### config.mk
export PLATFORM = sky130hd
export DESIGN_NAME = cnt_share_sched
export DESIGN_NICKNAME = d
export VERILOG_FILES = /design/src/rtl/cnt_sched_pkg.sv /design/src/rtl/rr_arbiter.sv /design/src/rtl/cnt_share_sched.sv
export SDC_FILE = /design/constraint.sdc
export NUM_CORES = 1
export LEC_CHECK = 0
export BUFFER_PORTS_ARGS = -buffer_cell sky130_fd_sc_hd__buf_2
export CORE_ASPECT_RATIO = 1.5
export CORE_MARGIN = 1
export CORE_UTILIZATION = 52
export DETAILED_ROUTE_END_ITERATION = 12
export GPL_TIMING_DRIVEN = 0
export HOLD_SLACK_MARGIN = 0.15
export PLACE_DENSITY = 0.87
export SLEW_MARGIN = 20
export SYNTH_ARGS = -nofsm -noshare
export SYNTH_HDL_FRONTEND = slang
export SYNTH_SLANG_ARGS = --single-unit
### constraint.sdc
create_clock -name CP -period 2.3 [get_ports CP]
set_input_delay 0.23 -clock CP [delete_from_list [all_inputs] [get_ports CP]]
set_output_delay 0.23 -clock CP [all_outputs]
set_load 0.05 [all_outputs]
### src/rtl/cnt_sched_pkg.sv
// Shared state encoding and sizing helpers for the shared-counter scheduler.
// Combinational helpers only; no latency, no flow control.
package cnt_sched_pkg;

  typedef enum logic [2:0] {
    IDLE  = 3'd0,
    LOAD  = 3'd1,
    RUN   = 3'd2,
    DONE  = 3'd3,
    ABORT = 3'd4
  } state_t;

  // Width of a counter able to hold 0..timeout; a disabled timeout still gets one bit.
  function automatic int to_width(input int timeout);
    return (timeout < 1) ? 1 : $clog2(timeout + 1);
  endfunction

endpackage

### src/rtl/rr_arbiter.sv
// Round-robin pick of the first request at or above a one-hot priority pointer, wrapping.
// Purely combinational; zero latency, no backpressure.
module rr_arbiter #(
  parameter int N = 4
) (
  input  logic [N-1:0] req,
  input  logic [N-1:0] ptr,
  output logic [N-1:0] gnt,
  output logic         any_req
);

  logic [N-1:0] upper;
  logic [N-1:0] pick_src;

  // ptr is one-hot, so ptr-1 masks everything below the priority position.
  always_comb begin
    upper    = req & ~(ptr - N'(1));
    pick_src = (|upper) ? upper : req;
    gnt      = pick_src & (~pick_src + N'(1));
    any_req  = |req;
  end

endmodule

### src/rtl/cnt_share_sched.sv
// Round-robin sharing of one load/count counter: load start value, count to TC, report done/err.
// Grant registered one cycle after arbitration; min 4-cycle turnaround; requesters wait on level req.
module cnt_share_sched
  import cnt_sched_pkg::*;
#(
  parameter int N_REQ   = 4,
  parameter int WIDTH   = 4,
  parameter int TIMEOUT = 64
) (
  input  logic                     CP,
  input  logic                     SR,
  input  logic [N_REQ-1:0]         req,
  input  logic [N_REQ*WIDTH-1:0]   load_val,
  output logic [N_REQ-1:0]         gnt,
  output logic [N_REQ-1:0]         done,
  output logic [N_REQ-1:0]         err,
  output logic                     busy,
  output logic [WIDTH-1:0]         CNT_P,
  output logic                     CNT_PE,
  output logic                     CNT_CEP,
  output logic                     CNT_CET,
  input  logic                     CNT_TC
);

  localparam int              TO_W    = to_width(TIMEOUT);
  localparam logic [TO_W-1:0] TO_LAST = TO_W'(TIMEOUT - 1);

  state_t            state;
  logic [N_REQ-1:0]  ptr;
  logic [N_REQ-1:0]  ptr_next;
  logic [N_REQ-1:0]  arb_gnt;
  logic              arb_any;
  logic [WIDTH-1:0]  sel_val;
  logic [TO_W-1:0]   to_cnt;
  logic              timed_out;
  logic              withdrawn;

  rr_arbiter #(.N(N_REQ)) u_arb (
    .req     (req),
    .ptr     (ptr),
    .gnt     (arb_gnt),
    .any_req (arb_any)
  );

  // One-hot mux of the winner's start value, built bit-by-bit as an AND-OR tree.
  logic [WIDTH*N_REQ-1:0] masked_t;
  for (genvar b = 0; b < WIDTH; b++) begin : g_bit
    for (genvar i = 0; i < N_REQ; i++) begin : g_req
      assign masked_t[b*N_REQ+i] = load_val[i*WIDTH+b] & arb_gnt[i];
    end
    assign sel_val[b] = |masked_t[b*N_REQ +: N_REQ];
  end

  // Rotating the held grant left by one gives the next one-hot priority position.
  assign ptr_next  = (gnt << 1) | (gnt >> (N_REQ - 1));
  assign withdrawn = ~|(req & gnt);
  assign timed_out = (TIMEOUT != 0) && (to_cnt == TO_LAST);

  always_ff @(posedge CP or negedge SR) begin
    if (!SR) begin
      state   <= IDLE;
      ptr     <= N_REQ'(1);
      gnt     <= '0;
      done    <= '0;
      err     <= '0;
      busy    <= 1'b0;
      CNT_P   <= '0;
      CNT_PE  <= 1'b1;
      CNT_CEP <= 1'b0;
      CNT_CET <= 1'b0;
      to_cnt  <= '0;
    end else begin
      done <= '0;
      err  <= '0;
      case (state)
        IDLE: begin
          if (arb_any) begin
            state  <= LOAD;
            gnt    <= arb_gnt;
            CNT_P  <= sel_val;
            CNT_PE <= 1'b0;
            busy   <= 1'b1;
          end
        end
        LOAD: begin
          state   <= RUN;
          CNT_PE  <= 1'b1;
          CNT_CEP <= 1'b1;
          CNT_CET <= 1'b1;
          to_cnt  <= '0;
        end
        RUN: begin
          to_cnt <= to_cnt + TO_W'(1);
          if (withdrawn) begin
            state   <= IDLE;
            gnt     <= '0;
            busy    <= 1'b0;
            CNT_CEP <= 1'b0;
            CNT_CET <= 1'b0;
            ptr     <= ptr_next;
          end else if (CNT_TC) begin
            state   <= DONE;
            done    <= gnt;
            CNT_CEP <= 1'b0;
            CNT_CET <= 1'b0;
          end else if (timed_out) begin
            state   <= ABORT;
            err     <= gnt;
            CNT_CEP <= 1'b0;
            CNT_CET <= 1'b0;
          end
        end
        DONE, ABORT: begin
          state <= IDLE;
          gnt   <= '0;
          busy  <= 1'b0;
          ptr   <= ptr_next;
        end
        default: begin
          state <= IDLE;
          gnt   <= '0;
          busy  <= 1'b0;
        end
      endcase
    end
  end

endmodule

==> metrics, run 1 <==
Min Clock Period, post-route 2.22 ns; maximum net fanout on the critical path 8; data arrival time of the worst path 2.38 ns; final design instance area without fill 2110 um2; maxcap violations 0; number of global-route vias before repair 1,507; number of clock buffers inserted by TritonCTS 5; DPL Wire Length 2.85 mm; First-pass DRT Iterations 6; io pins 43; Starting Density 56.4%; outcome completed; Hold Worst Slack 0.224 ns; post-detailed-route wirelength per cell 15.7 um; Crit Path Category reg2reg; Power Density 1360 nW/um2; Detailed Route Iter0 Violations 82; clock tree skew after final layout 0.00647 ns; cell types with the largest area share after synthesis sky130_fd_sc_hd__dfrtp_1 46%, sky130_fd_sc_hd__nand2_1 4.3%, sky130_fd_sc_hd__o21ai_0 3.3%, sky130_fd_sc_hd__dfstp_2 3.1%, sky130_fd_sc_hd__mux2_1 2.7%; Final period util 96.4%; count of synthesis-stage warnings from yosys 0; count of placed standard cells in the final layout, fillers left out 250; total track usage 24.6%; placement-stage worst setup slack 0.0986 ns; final antenna-violating net count 0; Yosys top cell area share 46.3%; Post-synth EDFFs 0; Port-buffer cells 42; dpl cells 241; share of the yosys chip area belonging to registers 49.4%; Final Total Pwr 2.87 mW; critical path launch point type register; most frequent cells in the layout 43 x sky130_fd_sc_hd__buf_2, 31 x sky130_fd_sc_hd__dfrtp_1, 18 x sky130_fd_sc_hd__nand2_1, 11 x sky130_fd_sc_hd__o21ai_0, 7 x sky130_fd_sc_hd__inv_1; Critical R2R Launch ptr[0]; minimum setup slack among reg-to-reg paths 0.08 ns; Worst IR Drop VDD 925 uV; antenna violations before repair 0; die span in y 71.5 um; net count after synthesis 185; clk_lat worst skew 0.29 ns; kind of path behind the tightest hold check in2reg; total DRC errors in the routed layout 0; Via-to-Cell Ratio 5.96; Site Rows 24; setup TNS 0 ns; highest clock frequency the design can meet 451 MHz; clk slew on worst S/H paths 0.07 ns; total number of H-tree levels 2; Cells after Synth 160; final setup violation count 0; r2r endpoint CNT_P[0]; detailed-route wire length 3.94 mm; leftover overflow at the end of global routing 0; # Post-CTS Setup Buffers 0; post-synthesis cell type count 50; headroom to the max-slew limit 53.2%; final weighted congestion of routability-driven global placement 0.883; Hold Path Cell Cnt 2; number of diodes added for antenna fixing 0; leading area contributor after synthesis sky130_fd_sc_hd__dfrtp_1; global-route wire length before repair 6.44 mm; Final Core Density 71.0%; layout cell share with drive strength beyond 1 33.2%; transition time at the pin with the least slew margin 0.702 ns; final hold violation count 0; clock tree root buffer cell sky130_fd_sc_hd__clkbuf_8; HP Start CNT_TC; post-layout net count 235; number of buffers on the longest clock path 2; most frequent standard cell in the layout excluding fill and tap cells sky130_fd_sc_hd__buf_2; width of the chip 48.4 um; worst endpoint required time 2.46 ns; mean area per synthesized cell 10.5 um2; fillcell total 225; leakage dissipation 1.03 nW; final worst setup slack 0.0838 ns; pin count of the biggest net entering global routing 34; total number of clock tree sinks 33; mapped cell area 1680 um2; signed area change from the synthesized netlist to the final layout 25.8%; count of state elements after synthesis 33; placeable core area 2970 um2; CTS tree built; total die area 3460 um2; share of flip-flops with an asynchronous set or reset 100%; Worst Hold End state[2]; cell area after placement 1940 um2; Final Max Slew Viols 0; Most used DFF post-synth sky130_fd_sc_hd__dfrtp_1; Crit. End Element register; via count 1,490; Worst Reg-to-Reg Cells 7
==> critical path, cell delays in order, from the launching register on <==
cell and delay [ns]:
sky130_fd_sc_hd__dfstp_2 0.62, sky130_fd_sc_hd__inv_1 0.06, sky130_fd_sc_hd__ha_1 0.25, sky130_fd_sc_hd__xnor2_2 0.22, sky130_fd_sc_hd__nand2_2 0.14, sky130_fd_sc_hd__a41o_4 0.33, sky130_fd_sc_hd__a221oi_1 0.32, sky130_fd_sc_hd__o211ai_1 0.14
==> cell usage after synthesis, types with 3 or more instances <==
cell	n
sky130_fd_sc_hd__a21oi_1	5
sky130_fd_sc_hd__o2111ai_1	3
sky130_fd_sc_hd__nand2b_1	3
sky130_fd_sc_hd__nand3_1	5
sky130_fd_sc_hd__dfrtp_1	31
sky130_fd_sc_hd__nand2_1	19
sky130_fd_sc_hd__o21ai_0	11
sky130_fd_sc_hd__o211ai_1	4
sky130_fd_sc_hd__inv_1	7
sky130_fd_sc_hd__nor2_1	5
sky130_fd_sc_hd__a221oi_1	4
sky130_fd_sc_hd__o21ai_1	3
sky130_fd_sc_hd__mux2_1	4
sky130_fd_sc_hd__and3_1	6
sky130_fd_sc_hd__and2_1	6
==> area by class of cell <==
cell class | count | area (um2) | area share, %
timing repair buffer | 43 | 220 | 10.4
buffer | 3 | 16.3 | 0.771
clock buffer | 6 | 82.6 | 3.91
clock inverter | 2 | 37.5 | 1.78
sequential | 33 | 828 | 39.3
tap | 39 | 48.8 | 2.31
inverter | 7 | 26.3 | 1.25
multi-input combinational | 117 | 850 | 40.3
==> kinds of logic after synthesis <==
family / after synthesis / synth area share [%]
buffers and inverters: 10 / 2.54
muxes: 4 / 2.69
DFF: 33 / 49.4
adders and majority gates: 2 / 1.49
xor gates and xnor gates: 1 / 0.522
AOI/OAI and AO/OA: 49 / 22.2
and+or+nand+nor: 61 / 21.2
==> layer usage <==
metal / up-vias / track usage, % / routed length [um]
met5: - / 0 / 0
met2: 53 / 44.6 / 2140
met1: 720 / 25.3 / 1510
li1: 703 / - / -
met4: 0 / 17.3 / 152
met3: 14 / 4.46 / 129
==> power by group <==
group	total, mW	leakage (nW)	internal (mW)	switching, mW
clock network	0.568	0.0574	0.352	0.216
registers	0.900	0.433	0.735	0.165
logic	1.40	0.537	0.488	0.915
total	2.87	1.03	1.58	1.30
==> sequential cells by signal, indices dropped and copies added (netlist names) <==
signal / flops
err: 4
CNT_P: 4
ptr: 4
CNT_CET: 1
gnt: 4
busy: 1
done: 4
state: 3
CNT_PE: 1
to_cnt: 7
==> worst max-delay path by stage <==
stage	startpoint	cells past startpoint	endpoint	slack (ns)
after floorplan	ptr[0]	7	CNT_P[3]	0.29
after global placement	ptr[0]	7	CNT_P[3]	0.11
after detailed placement	ptr[0]	7	CNT_P[2]	0.1
after CTS	ptr[0]	7	CNT_P[3]	0.07
after global routing	ptr[0]	7	CNT_P[0]	-0.04
final	ptr[0]	7	CNT_P[0]	0.08
==> what timing repair did <==
action	CTS	global route
resized for setup	0	7
setup endpoints to repair	0	4
hold buffers	1	0
endpoints found under the hold margin	31	0
(Power assumes the default switching activity.)
==> inputs of run 2 (changes only) <==
--- a/config.mk
+++ b/config.mk
@@ -12,7 +12,7 @@
 export DETAILED_ROUTE_END_ITERATION = 12
 export GPL_TIMING_DRIVEN = 0
 export HOLD_SLACK_MARGIN = 0.15
-export PLACE_DENSITY = 0.87
+export PLACE_DENSITY = 0.79
 export SLEW_MARGIN = 20
 export SYNTH_ARGS = -nofsm -noshare
 export SYNTH_HDL_FRONTEND = slang
==> run 2 against run 1 <==
  * Via count grew 2.1%
  * Total power shrank 3.5%
  * Cell area shrank 1.2%
  * Wire length grew 0.71%
  * Core utilization shrank 0.84 points
  * Cell count is the same
  * Critical path type unchanged
  * Highest routed layer unchanged
==> metrics, run 2 (synthesis gave the netlist of run 1 again) <==
transition time at the pin with the least slew margin 0.713 ns; number of buffers on the longest clock path 2; Via-to-Cell Ratio 6.09; headroom to the max-slew limit 52.4%; Hold Worst Slack 0.231 ns; most frequent standard cell in the layout excluding fill and tap cells sky130_fd_sc_hd__buf_2; total die area 3460 um2; maxcap violations 0; Worst IR Drop VDD 809 uV; total number of clock tree sinks 33; final design instance area without fill 2080 um2; most frequent cells in the layout 43 x sky130_fd_sc_hd__buf_2, 31 x sky130_fd_sc_hd__dfrtp_1, 18 x sky130_fd_sc_hd__nand2_1, 11 x sky130_fd_sc_hd__o21ai_0; First-pass DRT Iterations 5; final hold violation count 0; critical path launch point type register; via count 1,522; minimum setup slack among reg-to-reg paths 0.11 ns; Worst Hold End state[2]; number of diodes added for antenna fixing 0; highest clock frequency the design can meet 457 MHz; io pins 43; Final Max Slew Viols 0; total number of H-tree levels 2; worst path cell trace inv_1 > ha_1 > xnor2_2 > nand2_2 > a41o_4 > a221oi_2 > o221ai_1; antenna violations before repair 0; Detailed Route Iter0 Violations 38; register area 828 um2; total track usage 24.4%; DPL Wire Length 2.88 mm; cell with the biggest individual delay on the critical path sky130_fd_sc_hd__dfstp_2; layout cell share with drive strength beyond 1 32.7%; HP Start CNT_TC; clk_lat worst skew 0.29 ns; worst endpoint required time 2.45 ns; CTS tree built; total DRC errors in the routed layout 0; final antenna-violating net count 0; Min Clock Period, post-route 2.19 ns; final weighted congestion of routability-driven global placement 0.816; clk slew on worst S/H paths 0.07 ns; placement-stage worst setup slack 0.0303 ns; cell area after placement 1940 um2; leftover overflow at the end of global routing 0; detailed-route wire length 3.96 mm; maximum net fanout on the critical path 8; area of the multi-input gates 843 um2; data arrival time of the worst path 2.34 ns; die span in y 71.5 um; Critical R2R Launch ptr[0]; Site Rows 24; Hold Path Cell Cnt 2; pin count of the biggest net entering global routing 34; r2r endpoint CNT_P[3]; signed area change from the synthesized netlist to the final layout 24.3%; kind of path behind the tightest hold check in2reg; leakage dissipation 1.02 nW; post-layout net count 235; outcome completed; # Post-CTS Setup Buffers 0; global-route wire length before repair 6.45 mm; biggest cell delay along the critical path 0.61 ns; placeable core area 2970 um2; Crit. End Element register; Final period util 95.0%; final setup violation count 0; Port-buffer cells 42; width of the chip 48.4 um; Starting Density 56.4%; final worst setup slack 0.114 ns; Power Density 1330 nW/um2; Crit Path Category reg2reg; clock tree skew after final layout 0.00417 ns; number of global-route vias before repair 1,472; fillcell total 224; Worst Reg-to-Reg Cells 7; post-detailed-route wirelength per cell 15.9 um; most flop-heavy register to_cnt; flip-flop count of the largest register after layout 7; number of clock buffers inserted by TritonCTS 5; clock tree root buffer cell sky130_fd_sc_hd__clkbuf_8
[run 2: how the worst max path moves through the flow]
stage / startpoint / to / slack (ns) / cells after the start
after floorplan: ptr[0] / CNT_P[3] / 0.29 / 7
after global placement: ptr[0] / CNT_P[3] / 0.1 / 7
after detailed placement: ptr[0] / CNT_P[3] / 0.03 / 7
after CTS: ptr[0] / CNT_P[3] / 0.02 / 7
after global routing: ptr[0] / CNT_P[3] / -0.02 / 7
final: ptr[0] / CNT_P[3] / 0.11 / 7
[run 2: what timing repair did]
item                       4_1_cts  5_1_grt
setup endpoints to repair        0        4
hold buffers                     1        0
resized for setup                0        6
hold endpoints to repair        31        0
[run 2: stage by stage]
step / power [mW] / utilization [%] / cells / setup TNS (ns)
detailed placement: 2.22 / 65.1 / 241 / 0
floorplan: 1.90 / - / 160 / 0
global placement: 2.17 / 65.1 / 241 / 0
CTS: 2.70 / 68.9 / 250 / 0
finish: 2.77 / 70.1 / 250 / 0
global route: 2.95 / 70.1 / 250 / -0.0242
[run 2: worst max-delay path, delay by kind of cell (launching register included)]
kind	cells	cell delay, ns
adder cells (fa/ha/maj)	1	0.25
buffers and inverters	1	0.07
XOR/XNOR	1	0.21
flip-flops	1	0.61
AND/OR/NAND/NOR	1	0.12
AO/OA/AOI/OAI	3	0.79
[run 2: layout make-up]
type	count	share of cell area (%)
inverter	7	1.26
clock inverter	1	0.240
clock buffer	7	4.62
tap	39	2.34
buffer	3	0.780
sequential	33	39.7
timing repair buffer	43	10.6
multi-input combinational	117	40.5
[run 2: metal layers]
| metal | wire length (um) | part of all wire [%] | GRT usage, % |
|---|---|---|---|
| met1 | 1490 | 38 | 25.0 |
| met2 | 2200 | 55 | 46.3 |
| met3 | 151 | 3.8 | 5.31 |
| met4 | 126 | 3.2 | 12.1 |
| met5 | 0 | 0 | 0 |
[run 2: power by group]
| group | internal (mW) | leakage (nW) | switching (mW) |
|---|---|---|---|
| Clock | 0.270 | 0.0542 | 0.205 |
| Combinational | 0.484 | 0.536 | 0.911 |
| Sequential | 0.736 | 0.433 | 0.166 |
| Total | 1.49 | 1.02 | 1.28 |
==> inputs of run 3 (changes only) <==
--- a/config.mk
+++ b/config.mk
@@ -13,6 +13,7 @@
 export GPL_TIMING_DRIVEN = 0
 export HOLD_SLACK_MARGIN = 0.15
 export PLACE_DENSITY = 0.79
+export REMOVE_ABC_BUFFERS = 1
 export SLEW_MARGIN = 20
 export SYNTH_ARGS = -nofsm -noshare
 export SYNTH_HDL_FRONTEND = slang
==> constraint.sdc (replaced) <==
create_clock -name CP -period 2.45 [get_ports CP]
set_input_delay 0.245 -clock CP [delete_from_list [all_inputs] [get_ports CP]]
set_output_delay 0.245 -clock CP [all_outputs]
set_load 0.05 [all_outputs]
==> run 3 against run 2 <==
  * Die area did not move
  * Wire length is 4.5% lower
  * Sequential share of layout area increased by 1.3 points
  * Combinational power down 12%
  * Flip-flop and latch count did not move
  * Maximum frequency decreased by 5.8%
  * Non-clock buffer count down 3
  * Global-route usage rose by 0.76 points
  * Sequential power down 6.4%
  * Clock power is 14% lower
==> metrics, run 3 (synthesis gave the netlist of run 1 again) <==
outcome completed; DPL Wire Length 2.88 mm; dpl cells 238; First-pass DRT Iterations 5; Final period util 94.7%; total DRC errors in the routed layout 0; placeable core area 2970 um2; post-detailed-route wirelength per cell 15.3 um; clk_lat worst skew 0.27 ns; Resize count post-CTS 0; setup repair after global routing missed its margin false; Port-buffer cells 42; most flop-heavy register to_cnt; total number of clock tree sinks 33; transition time at the pin with the least slew margin 0.706 ns; clk slew on worst S/H paths 0.06 ns; number of diodes added for antenna fixing 0; final setup violation count 0; worst endpoint required time 2.59 ns; pin count of the biggest net entering global routing 34; Via-to-Cell Ratio 5.85; Starting Density 56.4%; highest clock frequency the design can meet 431 MHz; final worst setup slack 0.130 ns; total die area 3460 um2; antenna violations before repair 0; Crit path max-delay family compound AO/OA/AOI/OAI gates; flip-flop count of the largest register after layout 7; Worst IR Drop VDD 705 uV; Final Total Pwr 2.47 mW; final hold violation count 0; clock tree skew after final layout 0.00359 ns; Min Clock Period, post-route 2.32 ns; signed area change from the synthesized netlist to the final layout 20.4%; final design instance area without fill 2020 um2; width of the chip 48.4 um; final weighted congestion of routability-driven global placement 0.889; most frequent cells in the layout 42 x sky130_fd_sc_hd__buf_2, 31 x sky130_fd_sc_hd__dfrtp_1, 19 x sky130_fd_sc_hd__nand2_1, 11 x sky130_fd_sc_hd__o21ai_0, 7 x sky130_fd_sc_hd__inv_1; Detailed Route Iter0 Violations 37; Crit Path Category reg2reg; CTS tree built; number of global-route vias before repair 1,462; layout cell share with drive strength beyond 1 28.4%; kind of path behind the tightest hold check in2reg; placement-stage worst setup slack 0.154 ns; Hold Worst Slack 0.261 ns; total number of H-tree levels 2; count of placed standard cells in the final layout, fillers left out 247; clock tree root buffer cell sky130_fd_sc_hd__clkbuf_8; leakage dissipation 0.992 nW; final antenna-violating net count 0; number of clock buffers inserted by TritonCTS 5; Site Rows 24; number of buffers and inverters on the critical path 1; cell area after placement 1920 um2; cell with the biggest individual delay on the critical path sky130_fd_sc_hd__dfstp_2; post-layout net count 232; global-route wire length before repair 6.67 mm; die span in y 71.5 um; Crit. End Element register; via count 1,446; total track usage 25.2%; setup TNS 0 ns; io pins 43; critical path launch point type register; maxcap violations 0; number of buffers on the longest clock path 2; detailed-route wire length 3.79 mm; Final Core Density 67.9%; maximum net fanout on the critical path 8; Power Density 1220 nW/um2; Final Max Slew Viols 0; most frequent standard cell in the layout excluding fill and tap cells sky130_fd_sc_hd__buf_2; headroom to the max-slew limit 52.9%; data arrival time of the worst path 2.46 ns; biggest cell delay along the critical path 0.61 ns; worst path cell trace inv_1 > ha_1 > xnor2_1 > nand2_1 > a41o_4 > a221oi_1 > o221ai_1; leftover overflow at the end of global routing 0
==> run 3: routing by layer <==
layer | vias to the layer above | share of wire [%] | GRT usage, %
met2 | 43 | 55 | 46.3
met1 | 696 | 40 | 27.1
met5 | - | 0 | 0
met4 | 0 | 3.4 | 15.4
li1 | 693 | - | -
met3 | 14 | 2.5 | 3.61
==> run 3: path summary, 6_finish.rpt <==
path,start,endpoint,slack [ns],depth (start not counted)
max in group asynchronous,SR,to_cnt[3],1.44,2
worst min-delay path,CNT_TC,state[2],0.26,2
min in group asynchronous,SR,err[1],0.55,2
worst max register to register,ptr[0],CNT_P[3],0.13,7
worst max-delay path,ptr[0],CNT_P[3],0.13,7
worst min register to register,CNT_PE,CNT_PE,0.47,2
==> run 3: power by group <==
| group | internal [mW] | switching (mW) | total, mW |
|---|---|---|---|
| registers | 0.691 | 0.152 | 0.843 |
| logic | 0.412 | 0.804 | 1.22 |
| clock network | 0.229 | 0.179 | 0.408 |
| total | 1.33 | 1.13 | 2.47 |
==> run 3: timing repair <==
item	in CTS	in global routing
endpoints found under the setup margin	0	0
hold buffers	1	0
setup buffers	0	0
hold endpoints to repair	31	0
==> run 3: area by class of cell <==
class | count | area, um2
fillers | 256 | 953
flip-flops and latches | 33 | 828
multi-input cells | 117 | 806
repair buffers | 43 | 220
clock buffers | 8 | 90.1
well taps | 39 | 48.8
inverters | 7 | 26.3
